**config.mk**
```make
export PLATFORM = sky130hd
export DESIGN_NAME = video_ddr_read_ctrl_flat
export DESIGN_NICKNAME = d
export VERILOG_FILES = /design/src/rtl/video_ddr_read_ctrl_pkg.sv /design/src/rtl/video_ddr_read_ctrl_if.sv /design/src/rtl/video_ddr_read_ctrl.sv /design/src/flat_wrapper.sv
export SDC_FILE = /design/constraint.sdc
export NUM_CORES = 1
export LEC_CHECK = 0
export BUFFER_PORTS_ARGS = -buffer_cell sky130_fd_sc_hd__buf_2
export CAP_MARGIN = 20
export CORE_AREA = 2 2 457 459
export CTS_CLUSTER_DIAMETER = 60
export DETAILED_ROUTE_END_ITERATION = 8
export DIE_AREA = 0 0 459 461
export GPL_ROUTABILITY_DRIVEN = 1
export PLACE_DENSITY = 0.34
export RECOVER_POWER = 25
export SYNTH_ARGS = -nofsm -noshare
export SYNTH_HDL_FRONTEND = slang
export SYNTH_SLANG_ARGS = --single-unit
```
**constraint.sdc**
```tcl
create_clock -name clk_i -period 4.99 [get_ports clk_i]
set_input_delay 1.497 -clock clk_i [delete_from_list [all_inputs] [get_ports clk_i]]
set_output_delay 1.497 -clock clk_i [all_outputs]
set_load 0.02 [all_outputs]
```
**src/rtl/video_ddr_read_ctrl_pkg.sv**
```systemverilog
// Shared definitions for the DDR frame-read DMA: FSM states, AXI encodings
// and a constant-evaluable log2 helper used for widths.
package video_ddr_pkg;

  typedef enum logic [2:0] {
    ST_IDLE  = 3'd0,
    ST_CHECK = 3'd1,
    ST_REQ   = 3'd2,
    ST_DRAIN = 3'd3,
    ST_DONE  = 3'd4
  } state_e;

  localparam logic [1:0] AXI_BURST_INCR = 2'b01;
  localparam logic [1:0] AXI_RESP_OKAY  = 2'b00;

  // Smallest r with 2**r >= value.
  function automatic int clog2(input int value);
    int r;
    r = 0;
    for (int i = 0; i < 31; i++) begin
      if ((1 << i) < value) r = i + 1;
    end
    return r;
  endfunction

endpackage

```
**src/rtl/video_ddr_read_ctrl_if.sv**
```systemverilog
// AXI read address / read data channels between the frame-read DMA (master)
// and the DDR interconnect (slave).
interface video_ddr_read_ctrl_if #(
  parameter int DW  = 512,
  parameter int AW  = 32,
  parameter int IDW = 4
);
  // Both channels use strict AXI valid/ready: a transfer happens on a rising
  // clock edge where valid and ready are both high; once valid is raised the
  // payload is held stable and valid stays high until that transfer occurs.
  logic [IDW-1:0] arid;
  logic [AW-1:0]  araddr;
  logic [7:0]     arlen;
  logic [2:0]     arsize;
  logic [1:0]     arburst;
  logic           arvalid;
  logic           arready;

  logic [DW-1:0]  rdata;
  logic [1:0]     rresp;
  logic           rlast;
  logic           rvalid;
  logic           rready;

  modport master (
    output arid, araddr, arlen, arsize, arburst, arvalid,
    input  arready,
    input  rdata, rresp, rlast, rvalid,
    output rready
  );

  modport slave (
    input  arid, araddr, arlen, arsize, arburst, arvalid,
    output arready,
    output rdata, rresp, rlast, rvalid,
    input  rready
  );

endinterface

```
**src/rtl/video_ddr_read_ctrl.sv**
```systemverilog
// Frame-read DMA: fetches a frame from DDR as AXI INCR bursts and pushes every
// beat into the display FIFO, pacing requests by FIFO space and outstanding ARs.
module video_ddr_read_ctrl
  import video_ddr_pkg::*;
#(
  parameter int g_DDR_AXI_DWIDTH    = 512,
  parameter int g_DDR_AXI_AWIDTH    = 32,
  parameter int g_AXI_IDWIDTH       = 4,
  parameter int g_VIDEO_FIFO_AWIDTH = 12,
  parameter int g_BURST_LEN         = 16,
  parameter int g_MAX_OUTSTANDING   = 4
) (
  input  logic                           clk_i,
  input  logic                           rstn_i,
  input  logic                           frame_start_i,
  input  logic [g_DDR_AXI_AWIDTH-1:0]    frame_base_i,
  input  logic [23:0]                    total_beats_i,
  input  logic [g_VIDEO_FIFO_AWIDTH-1:0] fifo_wcount_i,
  video_ddr_read_ctrl_if.master          axi,
  output logic                           fifo_wen_o,
  output logic [g_DDR_AXI_DWIDTH-1:0]    fifo_wdata_o,
  output logic                           busy_o,
  output logic                           frame_done_o,
  output logic                           rresp_err_o,
  output state_e                         state_o
);

  localparam int AAW        = g_DDR_AXI_AWIDTH;
  localparam int FAW        = g_VIDEO_FIFO_AWIDTH;
  localparam int BYTE_SHIFT = clog2(g_DDR_AXI_DWIDTH / 8);
  localparam int OUT_W      = clog2(g_MAX_OUTSTANDING + 1);
  localparam int RES_W      = FAW + 1;
  localparam int CMP_W      = FAW + 2;
  localparam logic [CMP_W-1:0] SPACE_LIMIT = CMP_W'((1 << FAW) - 4);
  localparam logic [8:0]       BURST       = 9'(g_BURST_LEN);

  state_e                        state_q;
  logic [AAW-1:0]                araddr_q;
  logic [7:0]                    arlen_q;
  logic                          arvalid_q;
  logic [23:0]                   rem_ar_q;
  logic [23:0]                   rem_r_q;
  logic [RES_W-1:0]              reserved_q;
  logic [OUT_W-1:0]              outstanding_q;
  logic                          busy_q;
  logic                          done_q;
  logic                          err_q;
  logic                          fifo_wen_q;
  logic [g_DDR_AXI_DWIDTH-1:0]   fifo_wdata_q;

  logic [8:0]       next_len;
  logic             ar_hs;
  logic             r_beat;
  logic             space_ok;
  logic             slot_ok;
  logic [RES_W-1:0] reserved_d;
  logic [OUT_W-1:0] outstanding_d;

  always_comb begin
    next_len      = (rem_ar_q >= 24'(g_BURST_LEN)) ? BURST : rem_ar_q[8:0];
    ar_hs         = arvalid_q & axi.arready;
    r_beat        = axi.rvalid & busy_q;
    // Reserved space counts beats already requested but not yet written.
    space_ok      = (CMP_W'(fifo_wcount_i) + CMP_W'(reserved_q) + CMP_W'(next_len))
                    <= SPACE_LIMIT;
    slot_ok       = outstanding_q < OUT_W'(g_MAX_OUTSTANDING);
    reserved_d    = reserved_q + (ar_hs ? RES_W'(next_len) : '0)
                               - (r_beat ? RES_W'(1) : '0);
    outstanding_d = outstanding_q + (ar_hs ? OUT_W'(1) : '0)
                                  - ((r_beat && axi.rlast) ? OUT_W'(1) : '0);
  end

  always_ff @(posedge clk_i or negedge rstn_i) begin
    if (!rstn_i) begin
      state_q       <= ST_IDLE;
      araddr_q      <= '0;
      arlen_q       <= '0;
      arvalid_q     <= 1'b0;
      rem_ar_q      <= '0;
      rem_r_q       <= '0;
      reserved_q    <= '0;
      outstanding_q <= '0;
      busy_q        <= 1'b0;
      done_q        <= 1'b0;
      err_q         <= 1'b0;
      fifo_wen_q    <= 1'b0;
      fifo_wdata_q  <= '0;
    end else begin
      fifo_wen_q    <= r_beat;
      if (r_beat) fifo_wdata_q <= axi.rdata;
      reserved_q    <= reserved_d;
      outstanding_q <= outstanding_d;
      if (r_beat) rem_r_q <= rem_r_q - 24'd1;
      if (r_beat && (axi.rresp != AXI_RESP_OKAY)) err_q <= 1'b1;
      done_q <= 1'b0;

      case (state_q)
        ST_IDLE: begin
          if (frame_start_i) begin
            araddr_q <= frame_base_i;
            rem_ar_q <= total_beats_i;
            rem_r_q  <= total_beats_i;
            err_q    <= 1'b0;
            if (total_beats_i == 24'd0) begin
              done_q  <= 1'b1;
              state_q <= ST_DONE;
            end else begin
              busy_q  <= 1'b1;
              state_q <= ST_CHECK;
            end
          end
        end
        ST_CHECK: begin
          if (space_ok && slot_ok) begin
            arlen_q   <= 8'(next_len - 9'd1);
            arvalid_q <= 1'b1;
            state_q   <= ST_REQ;
          end
        end
        ST_REQ: begin
          // next_len cannot change here: rem_ar_q only moves on this handshake.
          if (axi.arready) begin
            arvalid_q <= 1'b0;
            araddr_q  <= araddr_q + (AAW'(next_len) << BYTE_SHIFT);
            rem_ar_q  <= rem_ar_q - 24'(next_len);
            state_q   <= (rem_ar_q == 24'(next_len)) ? ST_DRAIN : ST_CHECK;
          end
        end
        ST_DRAIN: begin
          if (rem_r_q == 24'd0) begin
            busy_q  <= 1'b0;
            done_q  <= 1'b1;
            state_q <= ST_DONE;
          end
        end
        ST_DONE:  state_q <= ST_IDLE;
        default:  state_q <= ST_IDLE;
      endcase
    end
  end

  assign axi.arid     = '0;
  assign axi.araddr   = araddr_q;
  assign axi.arlen    = arlen_q;
  assign axi.arsize   = 3'(BYTE_SHIFT);
  assign axi.arburst  = AXI_BURST_INCR;
  assign axi.arvalid  = arvalid_q;
  assign axi.rready   = busy_q;
  assign fifo_wen_o   = fifo_wen_q;
  assign fifo_wdata_o = fifo_wdata_q;
  assign busy_o       = busy_q;
  assign frame_done_o = done_q;
  assign rresp_err_o  = err_q;
  assign state_o      = state_q;

endmodule

```
**src/flat_wrapper.sv**
```systemverilog
// flat-port wrapper written by rule: the top's interface ports become plain ports
module video_ddr_read_ctrl_flat import video_ddr_pkg::*;
#(
  parameter int g_DDR_AXI_DWIDTH    = 512,
  parameter int g_DDR_AXI_AWIDTH    = 32,
  parameter int g_AXI_IDWIDTH       = 4,
  parameter int g_VIDEO_FIFO_AWIDTH = 12,
  parameter int g_BURST_LEN         = 16,
  parameter int g_MAX_OUTSTANDING   = 4
)
  (clk_i, rstn_i, frame_start_i, frame_base_i, total_beats_i, fifo_wcount_i, fifo_wen_o, fifo_wdata_o, busy_o, frame_done_o, rresp_err_o, state_o, axi_arid, axi_araddr, axi_arlen, axi_arsize, axi_arburst, axi_arvalid, axi_arready, axi_rdata, axi_rresp, axi_rlast, axi_rvalid, axi_rready);
  video_ddr_read_ctrl_if #(.DW((512)), .AW((32)), .IDW((4))) axi_i ();
  input  logic clk_i;
  input  logic rstn_i;
  input  logic frame_start_i;
  input  logic [g_DDR_AXI_AWIDTH-1:0] frame_base_i;
  input  logic [23:0] total_beats_i;
  input  logic [g_VIDEO_FIFO_AWIDTH-1:0] fifo_wcount_i;
  output logic fifo_wen_o;
  output logic [g_DDR_AXI_DWIDTH-1:0] fifo_wdata_o;
  output logic busy_o;
  output logic frame_done_o;
  output logic rresp_err_o;
  output state_e state_o;
  output wire logic [$bits(axi_i.arid)-1:0] axi_arid;
  output wire logic [$bits(axi_i.araddr)-1:0] axi_araddr;
  output wire logic [$bits(axi_i.arlen)-1:0] axi_arlen;
  output wire logic [$bits(axi_i.arsize)-1:0] axi_arsize;
  output wire logic [$bits(axi_i.arburst)-1:0] axi_arburst;
  output wire logic [$bits(axi_i.arvalid)-1:0] axi_arvalid;
  input wire logic [$bits(axi_i.arready)-1:0] axi_arready;
  input wire logic [$bits(axi_i.rdata)-1:0] axi_rdata;
  input wire logic [$bits(axi_i.rresp)-1:0] axi_rresp;
  input wire logic [$bits(axi_i.rlast)-1:0] axi_rlast;
  input wire logic [$bits(axi_i.rvalid)-1:0] axi_rvalid;
  output wire logic [$bits(axi_i.rready)-1:0] axi_rready;
  assign axi_arid = axi_i.arid;
  assign axi_araddr = axi_i.araddr;
  assign axi_arlen = axi_i.arlen;
  assign axi_arsize = axi_i.arsize;
  assign axi_arburst = axi_i.arburst;
  assign axi_arvalid = axi_i.arvalid;
  assign axi_i.arready = axi_arready;
  assign axi_i.rdata = axi_rdata;
  assign axi_i.rresp = axi_rresp;
  assign axi_i.rlast = axi_rlast;
  assign axi_i.rvalid = axi_rvalid;
  assign axi_rready = axi_i.rready;
  video_ddr_read_ctrl #(.g_DDR_AXI_DWIDTH(g_DDR_AXI_DWIDTH), .g_DDR_AXI_AWIDTH(g_DDR_AXI_AWIDTH), .g_AXI_IDWIDTH(g_AXI_IDWIDTH), .g_VIDEO_FIFO_AWIDTH(g_VIDEO_FIFO_AWIDTH), .g_BURST_LEN(g_BURST_LEN), .g_MAX_OUTSTANDING(g_MAX_OUTSTANDING)) u_core (.clk_i(clk_i), .rstn_i(rstn_i), .frame_start_i(frame_start_i), .frame_base_i(frame_base_i), .total_beats_i(total_beats_i), .fifo_wcount_i(fifo_wcount_i), .axi(axi_i), .fifo_wen_o(fifo_wen_o), .fifo_wdata_o(fifo_wdata_o), .busy_o(busy_o), .frame_done_o(frame_done_o), .rresp_err_o(rresp_err_o), .state_o(state_o));
endmodule
```
==> out/metrics.csv <==
stage,metric,value,unit
yosys,synth_top_family_by_area,simple AND/OR/NAND/NOR gates,
clock_network,max-clock-path-buffers,3,
layout,register_area,15600,sq um
worst_setup_path,cp.required,5.57,ns
yosys,synth-seq-area-share,58.5,%
timing,finalMaxSlewViolations,180,
drt,viasPerCell,3.67,
drt,vias,25700,
yosys,synth_seq_cells,624,
floorplanning,io_pins,1158,
timing,fin_ws,0.383,ns
clock_network,insertion_delay,0.71,ns
drt,drc,0,
run_status,failed_checks,"capacitance limit, slew limit",
global_route,grt_overflow,0,
timing,finalSetupTns,0,ns
timing,maxSlewHeadroom,-83.6,%
yosys,muxShareOfSynthArea,0.445,%
floorplanning,die-height,461,microns
layout,layout_common_cells,"1,636 x nand2_1, 1,146 x buf_2, 624 x dfrtp_1, 99 x clkbuf_16, 71 x a21oi_1",
global_route,grtUsageTotal,14.2,%
floorplanning,initial_core_util,12.9,%
clock_network,h-tree-depth,3,
timing,fin_crit,4.61,ns
yosys,yosys.area_share.xor_xnor,1.61,%
layout,post_route_cells_drive_above_1_share,32.2,%
layout,multi_input_area,10300,sq um
pwr,power_density,487,nW/um^2
floorplanning,core_area,206000,sq um
global_route,grt_pass1_wl,213000,microns
clock_network,clock_sinks,624,
timing,setup_viol,0,
timing,fmax,0.217,GHz
pwr,vdd_ir_drop_max,0.000352,V
yosys,synthFlopType,dfrtp_1,
placed_design,dp_hpwl,125000,microns
yosys,synthAdderAreaFrac,3.36,%
floorplanning,dieWidth,459,microns
placed_design,port_buffers,1148,
timing,skew,0.0350,ns
clock_network,cts_tree,built,
drt,dr.pass1.iters,5,
placed_design,dp_slack,0.300,ns
yosys,synth_edf_count,0,
yosys,synth_area_leaders,"dfrtp_1 58%, nand2_1 23%, ha_1 2.4%",
yosys,synth_area_per_cell,8.77,sq um
yosys,yosysTopAreaCellShare,58.5,%
run_status,status,"complete, but fails checks",
worst_setup_path,cp.arrival,5.19,ns
clock_network,cts_made_buffers,99,
timing,post-route-period-util,92.3,%
drt,drt_iter0_drc,1387,
placed_design,gp_congestion,0.872,
global_route,grt_max_degree,160,
floorplanning,fp.dieArea,212000,sq um
floorplanning,row_count,167,
flow_run,cap_violations,3,
worst_setup_path,worstSetupPathType,reg -> reg,
yosys,yosys_warnings,0,
clock_network,clockRootBuffer,clkbuf_16,
worst_setup_path,crit_path_start_kind,flip-flop,
timing,rsz0062_at_grt,no,
global_route,grt_pass1_vias,26100,
yosys,async_reset_ff_share,100,%
layout,nFillCells,23500,
timing,tightest_slew,2.75,ns
worst_setup_path,crit_fanout,11,
layout,final_common_cell,nand2_1,
worst_hold_path,hold_path.class,reg -> reg,
pwr,finalPower,0.0190,W
drt,wl_per_cell,22.3,microns
layout,area_growth,46.1,%
yosys,synth_largest_area_cell,dfrtp_1,
layout,num-nets-final,4852,
global_route,antenna_found_initial,109,
worst_setup_path,crit_path_end_kind,flip-flop,
layout,final_util,18.9,%
pwr,p_leak,20.5,nW
yosys,yosys.area_share.simple,27.2,%
timing,fin_hold_ws,0.464,ns
clock_network,path_clk_slew,0.05,ns
yosys,synthDistinctLibCells,78,
timing,hold_viol,0,
yosys,syn_area,26700,sq um
yosys,synth_compound_area_share,5.38,%
worst_hold_path,hold_depth,2,
worst_setup_path,r2r.worst_path.cells,16,
drt,drt-total-wl,156000,microns
drt,ant_nets,0,
yosys,syn_inst,3046,
clock_network,holdBufCountCts,0,
==> stage by stage <==
stage	cells	cell area (sq um)
6_report	7005	39000
5_1_grt	6993	39000
4_1_cts	6984	39100
3_5_place_dp	6802	35800
3_3_place_gp	6802	35800
2_1_floorplan	3066	26800
==> cell type report <==
type,instances,area share [%]
diodes,20,0.128
clock buffers,132,7.08
clock inverters,50,1.36
inverters,68,0.673
multi-input cells,2212,26.3
flip-flops and latches,624,40.0
well taps,2704,8.67
repair buffers,1195,15.8
==> synth_stat cells, types with 14 or more instances <==
library cell	n
xnor2_1	36
and3_1	15
nor4_1	14
ha_1	51
nand3_1	26
o21ai_0	63
nor2_1	57
a21oi_1	71
clkbuf_1	132
inv_1	67
nand2_1	1637
dfrtp_1	624
a31oi_1	14
nor3_1	23
==> power by group <==
| group | switching (W) | total [W] | internal, W |
|---|---|---|---|
| sequential | 0.000716 | 0.00662 | 0.00591 |
| combinational | 0.00346 | 0.00538 | 0.00192 |
| clock | 0.00287 | 0.00701 | 0.00414 |
==> critical path, cell delays in order, from the launching register on <==
cell and delay, ns:
dfrtp_1 0.43, or4_4 0.57, nor3b_4 0.34, nand3_4 0.12, inv_2 0.07, buf_4 0.20, and2_4 0.22, fa_1 0.45
ha_1 0.33, a211oi_1 0.26, o211ai_1 0.16, o311ai_1 0.16, mux2i_1 0.23, o21ai_0 0.16, nor3b_1 0.22, buf_4 0.22
mux2_2 0.35
==> state kept, by name, indices dropped and copies added, names as in the netlist, 3 cells and up <==
name                  flops
u_core.reserved_q        13
u_core.fifo_wdata_o     512
u_core.outstanding_q      3
u_core.rem_r_q           24
u_core.state_o            3
u_core.axi.arlen          8
u_core.rem_ar_q          24
u_core.axi.araddr        32
==> metal layers <==
layer,routed length [microns],vias up,global-route usage [%]
met5,543,-,0
met2,81000,976,26.1
li1,-,12000,-
met1,57000,12400,15.4
met4,3270,86,2.62
met3,14200,288,5.60
==> cell families after synthesis <==
group / after synthesis
XOR/XNOR: 49
other: 2
buffers and inverters: 230
multiplexers: 11
flip-flops: 624
AND/OR/NAND/NOR: 1834
adder cells (fa/ha/maj): 64
AO/OA/AOI/OAI: 232
==> path summary, 6_finish.rpt <==
check                                                  endpoint                                  from  slack (ns)
max reg2reg                     u_core.axi.arlen[0]$_DFFE_PN0P_       u_core.rem_ar_q[21]$_DFFE_PN0P_        0.38
max                             u_core.axi.arlen[0]$_DFFE_PN0P_       u_core.rem_ar_q[21]$_DFFE_PN0P_        0.38
min in group asynchronous        u_core.reserved_q[5]$_DFF_PN0_                                rstn_i        1.66
max in group asynchronous  u_core.fifo_wdata_o[209]$_DFFE_PN0P_                                rstn_i        0.61
min reg2reg                u_core.fifo_wdata_o[393]$_DFFE_PN0P_  u_core.fifo_wdata_o[393]$_DFFE_PN0P_        0.46
min                        u_core.fifo_wdata_o[393]$_DFFE_PN0P_  u_core.fifo_wdata_o[393]$_DFFE_PN0P_        0.46
==> repair_timing <==
item | in CTS | in global routing
resized for setup | 0 | 2
setup endpoints to repair | 0 | 6
buffers inserted | 0 | 1
No activity file was read; power rests on OpenSTA's default activity.
